--- src/rtl/alu_seq_pkg.sv ---
// Shared types and constants for the ALU command sequencer.
package alu_seq_pkg;

    localparam int SEQ_WIDTH = 16;
    localparam int SEQ_TAG_W = 4;

    localparam logic [3:0] OP_ADD = 4'd0;
    localparam logic [3:0] OP_SUB = 4'd1;
    localparam logic [3:0] OP_MUL = 4'd2;
    localparam logic [3:0] OP_ROR = 4'd3;

    // Bit positions inside the 3-bit {overflow, zero, carry} flag field.
    localparam int FLG_C = 0;
    localparam int FLG_Z = 1;
    localparam int FLG_V = 2;

    // One buffered response. Field widths track the default WIDTH/TAG_W.
    typedef struct packed {
        logic [SEQ_TAG_W-1:0] tag;
        logic [SEQ_WIDTH-1:0] result;
        logic [2:0]           flags;
        logic                 illegal;
    } rsp_entry_t;

endpackage

--- src/rtl/alu_cmd_sequencer_if.sv ---
// Command, response and ALU-side signals of the sequencer.
// Handshakes: a transfer happens on a rising clk edge where valid && ready;
// while valid is high and ready is low the sender holds valid and payload stable.
interface alu_cmd_sequencer_if #(
    parameter int WIDTH = 16,
    parameter int TAG_W = 4
) ();
    logic             cmd_valid;
    logic             cmd_ready;
    logic [3:0]       cmd_opcode;
    logic [WIDTH-1:0] cmd_a;
    logic [WIDTH-1:0] cmd_b;
    logic [4:0]       cmd_shift;
    logic [TAG_W-1:0] cmd_tag;

    logic [3:0]       alu_opcode;
    logic [WIDTH-1:0] alu_input1;
    logic [WIDTH-1:0] alu_input2;
    logic [4:0]       alu_shift;
    logic [WIDTH-1:0] alu_result;
    logic             alu_carry;

    logic             rsp_valid;
    logic             rsp_ready;
    logic [TAG_W-1:0] rsp_tag;
    logic [WIDTH-1:0] rsp_result;
    logic [2:0]       rsp_flags;
    logic             rsp_illegal;

    // Sequencer side.
    modport slave (
        input  cmd_valid, cmd_opcode, cmd_a, cmd_b, cmd_shift, cmd_tag,
        input  alu_result, alu_carry, rsp_ready,
        output cmd_ready, alu_opcode, alu_input1, alu_input2, alu_shift,
        output rsp_valid, rsp_tag, rsp_result, rsp_flags, rsp_illegal
    );

    // Command issuer / response consumer / ALU side.
    modport master (
        output cmd_valid, cmd_opcode, cmd_a, cmd_b, cmd_shift, cmd_tag,
        output alu_result, alu_carry, rsp_ready,
        input  cmd_ready, alu_opcode, alu_input1, alu_input2, alu_shift,
        input  rsp_valid, rsp_tag, rsp_result, rsp_flags, rsp_illegal
    );
endinterface

--- src/rtl/alu_rsp_fifo.sv ---
// First-word-fall-through FIFO holding sequencer responses.
// DEPTH must be a power of two (>= 2) so the pointers wrap naturally.
module alu_rsp_fifo #(
    parameter int DEPTH  = 4,
    parameter int DATA_W = 24,
    parameter int PTR_W  = $clog2(DEPTH),
    parameter int CNT_W  = $clog2(DEPTH) + 1
) (
    input  logic              clk,
    input  logic              rst_n,
    input  logic              wr_en,
    input  logic [DATA_W-1:0] wr_data,
    input  logic              rd_en,
    output logic [DATA_W-1:0] rd_data,
    output logic              empty,
    output logic [CNT_W-1:0]  count
);
    localparam logic [PTR_W-1:0] PTR_ONE = 1;
    localparam logic [CNT_W-1:0] CNT_ONE = 1;

    logic [DATA_W-1:0] mem_q [DEPTH];
    logic [DATA_W-1:0] mem_d [DEPTH];
    logic [PTR_W-1:0]  wr_ptr_q, wr_ptr_d;
    logic [PTR_W-1:0]  rd_ptr_q, rd_ptr_d;
    logic [CNT_W-1:0]  count_q, count_d;
    logic              do_rd;

    assign empty   = (count_q == '0);
    assign count   = count_q;
    assign rd_data = mem_q[rd_ptr_q];
    assign do_rd   = rd_en && !empty;

    // Next-state: write at tail, pop at head; a simultaneous write and pop
    // leaves the count unchanged, even when the FIFO starts out full.
    always_comb begin
        mem_d    = mem_q;
        wr_ptr_d = wr_ptr_q;
        rd_ptr_d = rd_ptr_q;
        count_d  = count_q;
        if (wr_en) begin
            mem_d[wr_ptr_q] = wr_data;
            wr_ptr_d        = wr_ptr_q + PTR_ONE;
        end
        if (do_rd) begin
            rd_ptr_d = rd_ptr_q + PTR_ONE;
        end
        case ({wr_en, do_rd})
            2'b10:   count_d = count_q + CNT_ONE;
            2'b01:   count_d = count_q - CNT_ONE;
            default: count_d = count_q;
        endcase
    end

    // Pointers and occupancy are cleared by reset; storage needs no reset.
    always_ff @(posedge clk or negedge rst_n) begin
        if (!rst_n) begin
            wr_ptr_q <= '0;
            rd_ptr_q <= '0;
            count_q  <= '0;
        end else begin
            wr_ptr_q <= wr_ptr_d;
            rd_ptr_q <= rd_ptr_d;
            count_q  <= count_d;
        end
    end

    // Storage update.
    always_ff @(posedge clk) begin
        mem_q <= mem_d;
    end
endmodule

--- src/rtl/alu_cmd_sequencer.sv ---
// Issues commands to a fixed-latency pipelined ALU, tracks them through
// the ALU pipeline, and returns in-order tagged responses with locally
// derived flags.
module alu_cmd_sequencer
    import alu_seq_pkg::*;
#(
    parameter int WIDTH     = SEQ_WIDTH,
    parameter int TAG_W     = SEQ_TAG_W,
    parameter int ALU_LAT   = 2,
    parameter int RSP_DEPTH = 4
) (
    input logic              clk,
    input logic              rst_n,
    alu_cmd_sequencer_if.slave bus
);
    localparam int NSTG  = ALU_LAT + 1;
    localparam int CNT_W = $clog2(RSP_DEPTH) + 1;
    localparam logic [CNT_W-1:0] CNT_ONE   = 1;
    localparam logic [CNT_W:0]   DEPTH_CMP = RSP_DEPTH;

    typedef struct packed {
        logic             vld;
        logic [TAG_W-1:0] tag;
        logic [3:0]       op;
        logic [WIDTH-1:0] a;
        logic [WIDTH-1:0] b;
    } stage_t;

    stage_t           stg_q [NSTG];
    stage_t           stg_d [NSTG];
    stage_t           last_stg;
    logic [CNT_W-1:0] inflight_q, inflight_d;
    logic [3:0]       alu_op_q, alu_op_d;
    logic [WIDTH-1:0] alu_a_q, alu_a_d;
    logic [WIDTH-1:0] alu_b_q, alu_b_d;
    logic [4:0]       alu_sh_q, alu_sh_d;

    logic             accept;
    logic             cmd_ready;
    logic             wr_en;
    rsp_entry_t       wr_entry;
    rsp_entry_t       head;
    logic [$bits(rsp_entry_t)-1:0] rd_data;
    logic             fifo_empty;
    logic [CNT_W-1:0] fifo_count;
    logic             rsp_valid;
    logic             pop;

    // Credits come from registered counts only, so cmd_ready never depends
    // combinationally on cmd_valid or rsp_ready.
    assign cmd_ready     = ({1'b0, inflight_q} + {1'b0, fifo_count}) < DEPTH_CMP;
    assign bus.cmd_ready = cmd_ready;
    assign accept        = bus.cmd_valid && cmd_ready;

    assign last_stg = stg_q[NSTG-1];
    assign wr_en    = last_stg.vld;

    // Pipeline shift: stage 0 loads on accept (bubble otherwise); ALU operand
    // registers update only on accept; inflight counts accept-to-FIFO-write.
    always_comb begin
        stg_d[0] = '0;
        if (accept) begin
            stg_d[0].vld = 1'b1;
            stg_d[0].tag = bus.cmd_tag;
            stg_d[0].op  = bus.cmd_opcode;
            stg_d[0].a   = bus.cmd_a;
            stg_d[0].b   = bus.cmd_b;
        end
        for (int i = 1; i < NSTG; i++) begin
            stg_d[i] = stg_q[i-1];
        end

        alu_op_d = alu_op_q;
        alu_a_d  = alu_a_q;
        alu_b_d  = alu_b_q;
        alu_sh_d = alu_sh_q;
        if (accept) begin
            alu_op_d = bus.cmd_opcode;
            alu_a_d  = bus.cmd_a;
            alu_b_d  = bus.cmd_b;
            alu_sh_d = bus.cmd_shift;
        end

        case ({accept, wr_en})
            2'b10:   inflight_d = inflight_q + CNT_ONE;
            2'b01:   inflight_d = inflight_q - CNT_ONE;
            default: inflight_d = inflight_q;
        endcase
    end

    // Build the response from the ALU result and the command's own operands;
    // the ALU's overflow/zero outputs are deliberately not trusted.
    always_comb begin
        wr_entry     = '0;
        wr_entry.tag = last_stg.tag;
        if (last_stg.op > OP_ROR) begin
            wr_entry.illegal = 1'b1;
        end else begin
            wr_entry.result        = bus.alu_result;
            wr_entry.flags[FLG_Z]  = (bus.alu_result == '0);
            case (last_stg.op)
                OP_ADD: begin
                    wr_entry.flags[FLG_C] = bus.alu_carry;
                    wr_entry.flags[FLG_V] = (last_stg.a[WIDTH-1] == last_stg.b[WIDTH-1]) &&
                                            (bus.alu_result[WIDTH-1] != last_stg.a[WIDTH-1]);
                end
                OP_SUB: begin
                    wr_entry.flags[FLG_C] = bus.alu_carry;
                    wr_entry.flags[FLG_V] = (last_stg.a[WIDTH-1] != last_stg.b[WIDTH-1]) &&
                                            (bus.alu_result[WIDTH-1] != last_stg.a[WIDTH-1]);
                end
                default: begin
                    wr_entry.flags[FLG_C] = 1'b0;
                    wr_entry.flags[FLG_V] = 1'b0;
                end
            endcase
        end
    end

    // Registered state; reset discards every in-flight command.
    always_ff @(posedge clk or negedge rst_n) begin
        if (!rst_n) begin
            for (int i = 0; i < NSTG; i++) begin
                stg_q[i] <= '0;
            end
            inflight_q <= '0;
            alu_op_q   <= '0;
            alu_a_q    <= '0;
            alu_b_q    <= '0;
            alu_sh_q   <= '0;
        end else begin
            stg_q      <= stg_d;
            inflight_q <= inflight_d;
            alu_op_q   <= alu_op_d;
            alu_a_q    <= alu_a_d;
            alu_b_q    <= alu_b_d;
            alu_sh_q   <= alu_sh_d;
        end
    end

    assign bus.alu_opcode = alu_op_q;
    assign bus.alu_input1 = alu_a_q;
    assign bus.alu_input2 = alu_b_q;
    assign bus.alu_shift  = alu_sh_q;

    assign pop = rsp_valid && bus.rsp_ready;

    alu_rsp_fifo #(
        .DEPTH  (RSP_DEPTH),
        .DATA_W ($bits(rsp_entry_t))
    ) u_fifo (
        .clk     (clk),
        .rst_n   (rst_n),
        .wr_en   (wr_en),
        .wr_data (wr_entry),
        .rd_en   (pop),
        .rd_data (rd_data),
        .empty   (fifo_empty),
        .count   (fifo_count)
    );

    // Response fields read zero whenever no response is presented.
    assign head            = rd_data;
    assign rsp_valid       = !fifo_empty;
    assign bus.rsp_valid   = rsp_valid;
    assign bus.rsp_tag     = rsp_valid ? head.tag     : '0;
    assign bus.rsp_result  = rsp_valid ? head.result  : '0;
    assign bus.rsp_flags   = rsp_valid ? head.flags   : '0;
    assign bus.rsp_illegal = rsp_valid ? head.illegal : 1'b0;
endmodule

--- src/flat_wrapper.sv ---
// flat-port wrapper written by rule: the top's interface ports become plain ports
module alu_cmd_sequencer_flat import alu_seq_pkg::*;
#(
    parameter int WIDTH     = SEQ_WIDTH,
    parameter int TAG_W     = SEQ_TAG_W,
    parameter int ALU_LAT   = 2,
    parameter int RSP_DEPTH = 4
)
  (clk, rst_n, bus_cmd_valid, bus_cmd_opcode, bus_cmd_a, bus_cmd_b, bus_cmd_shift, bus_cmd_tag, bus_alu_result, bus_alu_carry, bus_rsp_ready, bus_cmd_ready, bus_alu_opcode, bus_alu_input1, bus_alu_input2, bus_alu_shift, bus_rsp_valid, bus_rsp_tag, bus_rsp_result, bus_rsp_flags, bus_rsp_illegal);
  alu_cmd_sequencer_if #(.WIDTH(WIDTH), .TAG_W(TAG_W)) bus_i ();
  input logic clk;
  input logic rst_n;
  input wire logic [$bits(bus_i.cmd_valid)-1:0] bus_cmd_valid;
  input wire logic [$bits(bus_i.cmd_opcode)-1:0] bus_cmd_opcode;
  input wire logic [$bits(bus_i.cmd_a)-1:0] bus_cmd_a;
  input wire logic [$bits(bus_i.cmd_b)-1:0] bus_cmd_b;
  input wire logic [$bits(bus_i.cmd_shift)-1:0] bus_cmd_shift;
  input wire logic [$bits(bus_i.cmd_tag)-1:0] bus_cmd_tag;
  input wire logic [$bits(bus_i.alu_result)-1:0] bus_alu_result;
  input wire logic [$bits(bus_i.alu_carry)-1:0] bus_alu_carry;
  input wire logic [$bits(bus_i.rsp_ready)-1:0] bus_rsp_ready;
  output wire logic [$bits(bus_i.cmd_ready)-1:0] bus_cmd_ready;
  output wire logic [$bits(bus_i.alu_opcode)-1:0] bus_alu_opcode;
  output wire logic [$bits(bus_i.alu_input1)-1:0] bus_alu_input1;
  output wire logic [$bits(bus_i.alu_input2)-1:0] bus_alu_input2;
  output wire logic [$bits(bus_i.alu_shift)-1:0] bus_alu_shift;
  output wire logic [$bits(bus_i.rsp_valid)-1:0] bus_rsp_valid;
  output wire logic [$bits(bus_i.rsp_tag)-1:0] bus_rsp_tag;
  output wire logic [$bits(bus_i.rsp_result)-1:0] bus_rsp_result;
  output wire logic [$bits(bus_i.rsp_flags)-1:0] bus_rsp_flags;
  output wire logic [$bits(bus_i.rsp_illegal)-1:0] bus_rsp_illegal;
  assign bus_i.cmd_valid = bus_cmd_valid;
  assign bus_i.cmd_opcode = bus_cmd_opcode;
  assign bus_i.cmd_a = bus_cmd_a;
  assign bus_i.cmd_b = bus_cmd_b;
  assign bus_i.cmd_shift = bus_cmd_shift;
  assign bus_i.cmd_tag = bus_cmd_tag;
  assign bus_i.alu_result = bus_alu_result;
  assign bus_i.alu_carry = bus_alu_carry;
  assign bus_i.rsp_ready = bus_rsp_ready;
  assign bus_cmd_ready = bus_i.cmd_ready;
  assign bus_alu_opcode = bus_i.alu_opcode;
  assign bus_alu_input1 = bus_i.alu_input1;
  assign bus_alu_input2 = bus_i.alu_input2;
  assign bus_alu_shift = bus_i.alu_shift;
  assign bus_rsp_valid = bus_i.rsp_valid;
  assign bus_rsp_tag = bus_i.rsp_tag;
  assign bus_rsp_result = bus_i.rsp_result;
  assign bus_rsp_flags = bus_i.rsp_flags;
  assign bus_rsp_illegal = bus_i.rsp_illegal;
  alu_cmd_sequencer #(.WIDTH(WIDTH), .TAG_W(TAG_W), .ALU_LAT(ALU_LAT), .RSP_DEPTH(RSP_DEPTH)) u_core (.clk(clk), .rst_n(rst_n), .bus(bus_i));
endmodule
--- config.mk ---
export PLATFORM = sky130hd
export DESIGN_NAME = alu_cmd_sequencer_flat
export DESIGN_NICKNAME = d
export VERILOG_FILES = /design/src/rtl/alu_seq_pkg.sv /design/src/rtl/alu_cmd_sequencer_if.sv /design/src/rtl/alu_rsp_fifo.sv /design/src/rtl/alu_cmd_sequencer.sv /design/src/flat_wrapper.sv
export SDC_FILE = /design/constraint.sdc
export NUM_CORES = 1
export LEC_CHECK = 0
export ABC_AREA = 1
export CAP_MARGIN = 20
export CORE_ASPECT_RATIO = 1.25
export CORE_MARGIN = 5
export CORE_UTILIZATION = 56
export DETAILED_ROUTE_END_ITERATION = 8
export PLACE_DENSITY_LB_ADDON = 0.3
export RECOVER_POWER = 25
export SLEW_MARGIN = 20
export SYNTH_ARGS = -nofsm -noshare
export SYNTH_HDL_FRONTEND = slang
export SYNTH_SLANG_ARGS = --single-unit
--- constraint.sdc ---
create_clock -name clk -period 3.5 [get_ports clk]
set_input_delay 0.7 -clock clk [delete_from_list [all_inputs] [get_ports clk]]
set_output_delay 0.7 -clock clk [all_outputs]
set_load 0.01 [all_outputs]
## Word-level counts from Yosys, hierarchy flattened

Index checks and enable logic that the tools add are counted.

- Flip-flop bits (word level): 270
- Bits of input ports: 66
- Output and inout bits: 67
- Logic and storage cells: 79

- Add/sub/neg operators: 7
- Magnitude comparators: 5
- Equal/unequal tests: 8
- Muxes and demuxes: 17
- Bitwise gates (word level): 2
- Reductions and logical operators: 13

Operators with widths:

| operator | number |
|---|---|
| bitwise mux 96 bit | 1 |
| two-way mux 24 bit | 3 |
| binary-select mux 24 bit (select 2 bit) | 1 |
| demux 24 bit (select 2 bit) | 1 |
| two-way mux 41 bit | 1 |
| two-way mux 19 bit | 1 |
| logical NOT 16 bit | 1 |
| two-way mux 16 bit | 1 |
| case mux 3 bit (2 select lines) | 2 |
| adder 3 x 1 -> 3 bit (second input constant) | 2 |
| greater-or-equal comparator 3 bit (second input constant) | 2 |
| logical AND 1 bit | 6 |
| NOT 2 -> 3 bit | 2 |
| subtractor 3 x 1 -> 3 bit (second input constant) | 2 |
| adder 2 x 1 -> 2 bit (second input constant) | 2 |
| adder 3 x 3 -> 4 bit | 1 |
| equality test 2 x 1 -> 1 bit (second input constant) | 2 |
| equality test 2 bit (second input constant) | 2 |
| equality test 4 x 1 -> 1 bit (second input constant) | 1 |
| > comparator 4 x 2 -> 1 bit (second input constant) | 1 |
| logical NOT 4 bit | 1 |
| < comparator 4 x 3 -> 1 bit (second input constant) | 1 |
| two-way mux 4 bit | 1 |
| nonzero test 2 bit | 2 |
| other kinds (9) | 12 |

## Depth between registers and ports, before layout

Gate-level depths: netlist of the first run.

- Depth after elaboration: 6
- Mapped depth: 11
- Depth with buffers taken out: 11

## Modules after synthesis

From an unflattened synthesis of the first run, not the netlist that was laid out.

- Cell total of the unflattened synthesis: 713
- Area, all modules: 7613.6 sq um

Modules (own cells, without submodules):

| module | times used | cells each | area an instance (sq um) | sequential area each (sq um) |
|---|---|---|---|---|
| alu_rsp_fifo | 1 | 337 | 4361.7 | 3057.9 |
| alu_cmd_sequencer | 1 | 376 | 3251.9 | 1926.8 |

## Worst setup path after synthesis of the first run

OpenSTA, ideal clock, no wires.

- Path type: input-to-reg
- Start point: input port bus_cmd_valid
- End point: register u_core.inflight_q[2]
- Setup time: 122 ps
- Arrival: 1930 ps
- Required time: 3378 ps
- Slack: 1447 ps
- Stages: 9
- Path buffers: 2
- Cell sequence: clkbuf_1 nand3_1 buf_2 ha_1 inv_1 fa_1 nand2_1 nand2_1 xnor2_1

- Cells in the longest elaborated chain, start to end: 3

Ends and longest elaborated chain:

| what | line | RTL |
|---|---|---|
| from (decl) | flat_wrapper.sv:13 | `input wire logic [$bits(bus_i.cmd_valid)-1:0] bus_cmd_valid;` |
| logical AND 1 bit * | alu_cmd_sequencer.sv:53 | `assign accept = bus.cmd_valid && cmd_ready;` |
| equality test 2 x 1 -> 1 bit / equality test 2 bit (equally long branches) | alu_cmd_sequencer.sv:84 | `case ({accept, wr_en})` |
| case mux 3 bit (2 select lines) / nonzero test 2 bit (equally long branches) | -- |  |
| to (signal assigned) | alu_cmd_sequencer.sv:133 | `inflight_q <= inflight_d;` |
| to (decl) | alu_cmd_sequencer.sv:32 | `logic [CNT_W-1:0] inflight_q, inflight_d;` |

Every way passes the cells marked *; elsewhere a longest branch is shown, timed or not.
A chain may end at the register's enable or synchronous reset.

## Final worst setup path of the first run

- Start point: register u_core.u_fifo.rd_ptr_q[0]
- End point: output port bus_rsp_result[1]

- Cells in the longest elaborated chain, start to end: 5

Ends and longest elaborated chain:

| what | line | RTL |
|---|---|---|
| from (decl) | alu_rsp_fifo.sv:24 | `logic [PTR_W-1:0] rd_ptr_q, rd_ptr_d;` |
| from (signal assigned) | alu_rsp_fifo.sv:62 | `rd_ptr_q <= rd_ptr_d;` |
| NOT 2 -> 3 bit (not written as such) | alu_rsp_fifo.sv:30 | `assign rd_data = mem_q[rd_ptr_q];` |
| binary-select mux 24 bit (select 2 bit) | alu_rsp_fifo.sv:30 |  |
| two-way mux 24 bit (not written as such) (2 in series) | alu_rsp_fifo.sv:30 |  |
| two-way mux 16 bit | alu_cmd_sequencer.sv:167 | `assign bus.rsp_result = rsp_valid ? head.result : '0;` |
| to (decl) | flat_wrapper.sv:29 | `output wire logic [$bits(bus_i.rsp_result)-1:0] bus_rsp_result;` |

Every way passes these cells. The select of a mux whose other input is x is not followed.

==> results.yml, run 1 <==
grt:
  grt_first_pass_wirelength_um: 24600
  grt_overflow_total: 0
  via_count_of_the_first_global_routing_pass: 5045
  grt_start_max_net_pins: 85
  grt_use_total_pct: 20.7
  antenna_found_initial: 0
power_and_ir_drop:
  power.sequential.fraction_pct: 36.9
  power-per-cell-area_nw_per_um2: 924
  p_comb_share_pct: 40.5
  p_switching_w: 0.00307
  power.share.clock_pct: 22.6
  p_leak_nw: 3.99
  power_report.internal_total_w: 0.00548
  power_switching_share_pct: 35.9
  vdd_ir_drop_max_v: 0.000557
clocking:
  clock_sinks: 180
  worstSkewPairLatency_ps: 420
  ctsRootBufferMaster: "clkbuf_16"
  cts.repair_timing.setup_buffer_count: 0
  tritoncts: "built"
  cts_repair_resize_count: 0
  cts_inserted_buffers: 17
  postCtsHoldBufs: 0
  cts_htree_levels: 4
  clk_transition_reported_paths_ps: 70
  cts.path.max_buffers: 2
worst_hold_path:
  hold_path.class: "reg2reg"
  endpoint_with_the_worst_hold_slack: "u_core.stg_d[35]$_DFF_PN0_"
  hold_start: "u_core.stg_d[76]$_DFF_PN0_"
  whs_path_depth: 0
logic_synthesis:
  synth_warnings: 0
  synthesis.area_per_instance_um2: 10.9
  complex_gate_fraction_of_the_synthesized_area_pct: 5.39
  synthDistinctLibCells: 20
  yosys.area_share.simple_pct: 16.9
  post_synth_inst_count: 654
  synth_top_family_by_area: "simple AND/OR/NAND/NOR gates"
  synth_xor_area_share_pct: 0.857
  netlist_area_um2: 7150
  postSynthNetCount: 730
  post_synth_mux_area_share_pct: 0
  synth.ff_latch_count: 180
  ys_seq_area_share_pct: 69.7
  yosys.area_share.adder_pct: 1.96
sta:
  maxSlewHeadroom_pct: -33.7
  tightest_slew_ps: 2010
  worst_clock_skew_ps: 10.5
  max_clk_rate_ghz: 0.316
  fin_crit_sh_pct: 90.5
  report.final.setup_viol: 0
  final_hold_viol_count: 0
  setup_total_negative_slack_ps: 0
  report.final.slew_viol_count: 85
  timing.final.crit_period_ps: 3170
  rsz0062_at_grt: "false"
drt:
  total_routed_length_um: 15600
  route.detailed.wl_per_inst_um: 16.2
  routed-via-count: 5090
  drt_iter0_drc: 312
  vias_per_cell: 5.31
  final_antenna_net_count: 0
  detail_route.drc_violations: 0
  total_iterations_of_the_first_detailed_routing_run: 5
finish:
  drive_gt1_share_pct: 5.69
  layout.cells.non_filler: 959
  antenna-diode-count: 0
  layout.nets: 854
  syn2layout_area_growth_pct: 29.3
worst_setup_path:
  timing.critical_path.slowest_cell_delay_ps: 580
  cp_data_arrival_time_ps: 2470
  critPathBufInv: 2
  end_kind: "primary output"
  reg2reg_to: "u_core.inflight_q[2]$_DFFE_PN0P_"
  crit-reg2reg-launch: "u_core.inflight_q[2]$_DFFE_PN0P_"
  crit_chain: "buf_4 -> nor2_1 -> nor2_1 -> o21ai_0 -> a21oi_1 -> clkdlybuf4s50_1"
  critical_path_class: "reg2out"
  crit_required_ps: 2800
  critical_path.slowest_cell: "clkdlybuf4s50_1"
  crit_fanout: 49
  r2r.worst_path.cells: 11
  start_kind: "flip-flop"
  cp_top_family: "buffers and inverters"
  cpMostUsedCell: "nor2_1"
  reg2reg_slack_ps: 1100
floorplan:
  initial_core_util_pct: 56.7
  placementRows: 46
  chipWidth_um: 111
  fp.dieArea_um2: 15100
  core_area_um2: 12600
  chipHeight_um: 136
  num_io_pins: 133
placement:
  post-place-cells: 925
  gpl.final_weighted_congestion: 0.805
  port_buffers: 132
  dp.final_hpwl_um: 9820
outcome:
  violations_in_the_final_reports: "capacitance limit, slew limit"
  status: "finished, violations left"
run:
  max_cap_viol_count: 1
-- synth_stat cells, drive strengths merged --
| master | n | area [um2] |
|---|---|---|
| xnor2 | 3 | 26.3 |
| nor3 | 1 | 16.3 |
| nand3 | 7 | 35.0 |
| dfrtp | 84 | 2100 |
| edfxtp | 96 | 2880 |
| a21oi | 25 | 125 |
| buf | 15 | 82.6 |
| ha | 8 | 100 |
| inv | 53 | 199 |
| nor2 | 131 | 492 |
| clkinv | 1 | 3.75 |
| o21ai | 52 | 260 |
| fa | 2 | 40.0 |
| nand4 | 42 | 263 |
| xor2 | 4 | 35.0 |
| nand2 | 107 | 402 |
| clkbuf | 23 | 87.6 |
-- cell usage in the layout (no fill, tap or decap), drive strengths merged --
cell / synthesis / final
xnor2: 3 / 3
ha: 8 / 8
buf: 15 / 11
o21ai: 52 / 52
a21oi: 25 / 25
clkbuf: 23 / 18
fa: 2 / 2
clkdlybuf4s50: 0 / 131
nand2: 107 / 107
dfrtp: 84 / 84
nand3: 7 / 7
edfxtp: 96 / 96
bufinv: 0 / 2
inv: 53 / 60
xor2: 4 / 4
nand4: 42 / 42
nor2: 131 / 131
nor3: 1 / 1
clkinv: 1 / 7
-- registers in the layout, summed over array words and instances, names as in the netlist --
register,count
u_core.u_fifo.mem_q,96
u_core.u_fifo.count,3
u_core.bus.alu_input1,16
u_core.inflight_q,3
u_core.u_fifo.rd_ptr_q,2
u_core.u_fifo.wr_ptr_q,2
u_core.wr_en,1
u_core.last_stg,10
u_core.bus.alu_input2,16
u_core.stg_d,22
u_core.bus.alu_shift,5
u_core.bus.alu_opcode,4
-- area by class of cell --
cell class | instances | area, um2
Clock buffer | 17 | 425
Clock inverter | 15 | 189
Fill cell | 811 | 3360
Inverter | 54 | 203
Multi-Input combinational cell | 382 | 1790
Sequential cell | 180 | 4980
Tap cell | 168 | 210
Timing Repair Buffer | 143 | 1440
-- power groups by stage --
stage | clock network (W) | logic [W] | registers [W]
5_1_grt | 0.00204 | 0.00382 | 0.00321
6_report | 0.00193 | 0.00346 | 0.00315
4_1_cts | 0.00196 | 0.00348 | 0.00315
3_5_place_dp | 0 | 0.00347 | 0.00318
2_1_floorplan | 0 | 0.00183 | 0.00322
3_3_place_gp | 0 | 0.00335 | 0.00315
-- through the flow --
stage                     total power [W]  utilization, %  instance area (um2)  setup WS, ps  hold slack, ps
final                             0.00854            73.3                 9250           334             347
after global placement            0.00650            68.2                 8590           997             331
after global routing              0.00907            73.3                 9250           255             354
after detailed placement          0.00664            68.2                 8590           916             335
after CTS                         0.00859            73.0                 9210           308             351
after floorplan                   0.00506               -                 7150          1450             331
-- worst register-to-register path: cells and delay by family (launching register included) --
family	cells	cell delay (ps)
buffers and inverters	3	540
xor gates and xnor gates	1	120
AOI/OAI and AO/OA	1	110
DFF	1	400
adders and majority gates	3	740
and+or+nand+nor	3	390
-- how the worst max path moves through the flow --
stage	startpoint	end	slack (ps)	cells past startpoint
2_1_floorplan	bus_cmd_valid	u_core.inflight_q[2]$_DFFE_PN0P_	1450	9
3_3_place_gp	u_core.u_fifo.rd_ptr_q[0]$_DFFE_PN0N_	bus_rsp_tag[0]	1000	6
3_5_place_dp	u_core.u_fifo.rd_ptr_q[0]$_DFFE_PN0N_	bus_rsp_result[0]	920	5
4_1_cts	u_core.u_fifo.rd_ptr_q[0]$_DFFE_PN0N_	bus_rsp_result[1]	310	6
5_1_grt	u_core.u_fifo.rd_ptr_q[0]$_DFFE_PN0N_	bus_rsp_result[1]	250	6
6_report	u_core.u_fifo.rd_ptr_q[0]$_DFFE_PN0N_	bus_rsp_result[1]	330	6
-- layer usage --
metal	vias to the layer above	track usage (%)	wire length (um)
met3	20	8.10	1490
met5	-	0	0
met1	2445	24.5	6030
met4	0	7.91	280
met2	210	34.6	7780
li1	2415	-	-
-- kinds of logic (layout without fill, tap and decap cells) --
group	count (synthesis)	count (layout)
AND/OR/NAND/NOR	288	288
flip-flops	180	180
buffers and inverters	92	229
AO/OA/AOI/OAI	77	77
adder cells (fa/ha/maj)	10	10
XOR/XNOR	7	7
Note: power is estimated with default switching activity, not from simulation.
==> run 2, diff against run 1 <==
--- a/config.mk
+++ b/config.mk
@@ -11,6 +11,8 @@
 export CORE_MARGIN = 5
 export CORE_UTILIZATION = 56
 export DETAILED_ROUTE_END_ITERATION = 8
+export GPL_ROUTABILITY_DRIVEN = 0
+export MAX_ROUTING_LAYER = met4
 export PLACE_DENSITY_LB_ADDON = 0.3
 export RECOVER_POWER = 25
 export SLEW_MARGIN = 20
==> results.yml, run 2 (synthesis results as in run 1) <==
grt:
  grt_use_total_pct: 21.3
  antenna_found_initial: 0
  grt_first_pass_wirelength_um: 24500
  grt_start_max_net_pins: 85
  grt_overflow_total: 0
  via_count_of_the_first_global_routing_pass: 5047
floorplan:
  initial_core_util_pct: 56.7
  chipWidth_um: 111
  num_io_pins: 133
  core_area_um2: 12600
  fp.dieArea_um2: 15100
  placementRows: 46
  chipHeight_um: 136
finish:
  multi_input_comb_area_um2: 1790
  layout.nets: 854
  n_fill_cell: 811
  seq_area_um2: 4980
  syn2layout_area_growth_pct: 29.3
  fin_area_um2: 9250
  flip_flop_count_of_the_largest_register_all_copies_and_words_added: 96
  drive_gt1_share_pct: 5.69
  antenna-diode-count: 0
  register_with_the_highest_flop_count: "u_core.u_fifo.mem_q"
  commonest_cells_after_routing_fill_and_taps_aside: "nor2_1, clkdlybuf4s50_1, nand2_1, edfxtp_1, dfrtp_1"
outcome:
  status: "finished, violations left"
  violations_in_the_final_reports: "capacitance limit, slew limit"
sta:
  final_hold_viol_count: 0
  report.final.setup_viol: 0
  rsz0062_at_grt: "false"
  fin_crit_sh_pct: 90.4
  fin_ws_ps: 335
  maxSlewHeadroom_pct: -32.7
  max_clk_rate_ghz: 0.316
  tightest_slew_ps: 1990
  worst_clock_skew_ps: 9.38
  timing.final.crit_period_ps: 3160
  report.final.slew_viol_count: 85
  setup_total_negative_slack_ps: 0
power_and_ir_drop:
  vdd_ir_drop_max_v: 0.000554
  power-per-cell-area_nw_per_um2: 923
  p_leak_nw: 3.99
clocking:
  tritoncts: "built"
  worstSkewPairLatency_ps: 420
  cts_htree_levels: 4
  cts.path.max_buffers: 2
  ctsRootBufferMaster: "clkbuf_16"
  clk_transition_reported_paths_ps: 70
  postCtsHoldBufs: 0
  cts_inserted_buffers: 17
  clock_sinks: 180
  cts.repair_timing.setup_buffer_count: 0
  cts_repair_resize_count: 0
worst_setup_path:
  crit_chain: "buf_4 -> nor2_1 -> nor2_1 -> o21ai_0 -> a21oi_1 -> clkdlybuf4s50_1"
  end_kind: "primary output"
  reg2reg_slack_ps: 1110
  cpMostUsedCell: "nor2_1"
  start_kind: "flip-flop"
  critical_path_class: "reg2out"
  crit_fanout: 49
  critical_path.slowest_cell: "clkdlybuf4s50_1"
  cp_data_arrival_time_ps: 2460
  timing.critical_path.slowest_cell_delay_ps: 590
  crit_required_ps: 2800
drt:
  total_iterations_of_the_first_detailed_routing_run: 5
  final_antenna_net_count: 0
  detail_route.drc_violations: 0
  vias_per_cell: 5.32
  route.detailed.wl_per_inst_um: 16.2
  total_routed_length_um: 15500
  routed-via-count: 5104
  drt_iter0_drc: 297
placement:
  port_buffers: 132
  dp.final_hpwl_um: 9820
  placed_cell_area_um2: 8590
  pre_cts_ws_ps: 916
run:
  max_cap_viol_count: 1
worst_hold_path:
  hold_path.class: "reg2reg"
[run 2: cell counts in the layout (fill, tap and decap cells not counted)]
Identical to the previous run, type by type.
[run 2: path summary, 6_finish.rpt]
| kind | startpoint | to | cells past startpoint |
|---|---|---|---|
| setup / recovery | u_core.u_fifo.rd_ptr_q[0]$_DFFE_PN0N_ | bus_rsp_result[1] | 6 |
| hold / removal | u_core.stg_d[76]$_DFF_PN0_ | u_core.stg_d[35]$_DFF_PN0_ | 0 |
| setup reg to reg | u_core.inflight_q[2]$_DFFE_PN0P_ | u_core.inflight_q[2]$_DFFE_PN0P_ | 11 |
| hold reg to reg | u_core.stg_d[76]$_DFF_PN0_ | u_core.stg_d[35]$_DFF_PN0_ | 0 |
| max in group asynchronous | rst_n | u_core.stg_d[75]$_DFF_PN0_ | 1 |
| min in group asynchronous | rst_n | u_core.bus.alu_shift[3]$_DFFE_PN0N_ | 1 |
[run 2: report_power, final]
group | switching, W | internal, W | leakage (nW) | total (W)
registers | 0.000263 | 0.00289 | 1.96 | 0.00315
clock network | 0.000834 | 0.00109 | 0.302 | 0.00192
logic | 0.00196 | 0.00150 | 1.73 | 0.00346
total | 0.00306 | 0.00548 | 3.99 | 0.00853
[run 2: final cells by class]
type | count | share of cell area (%)
clock buffer | 17 | 4.60
multi-input combinational | 382 | 19.4
timing repair buffer | 143 | 15.6
inverter | 54 | 2.19
clock inverter | 15 | 2.04
tap | 168 | 2.27
sequential | 180 | 53.9
[run 2: through the flow]
stage | instances | hold slack (ps) | utilization (%) | total power (W)
detailed placement | 925 | 335 | 68.2 | 0.00664
floorplan | 654 | 331 | - | 0.00506
CTS | 957 | 351 | 73.0 | 0.00859
finish | 959 | 346 | 73.3 | 0.00853
global route | 959 | 354 | 73.3 | 0.00907
global placement | 925 | 331 | 68.2 | 0.00650
[run 2: worst max-delay path, delay by kind of cell, from the launching register on]
| kind | cells | cell delay (ps) |
|---|---|---|
| and+or+nand+nor | 2 | 290 |
| DFF | 1 | 340 |
| buffers and inverters | 2 | 1030 |
| AOI/OAI and AO/OA | 2 | 370 |
[run 2: routing by layer]
| metal | track usage [%] | vias up | wire length (um) | share of wire (%) |
|---|---|---|---|---|
| li1 | - | 2417 | - | - |
| met4 | 7.91 | 0 | 280 | 1.8 |
| met3 | 7.12 | 21 | 1390 | 8.9 |
| met1 | 24.9 | 2450 | 6060 | 39 |
| met2 | 34.8 | 216 | 7800 | 50 |
| met5 | - | - | 0 | 0 |
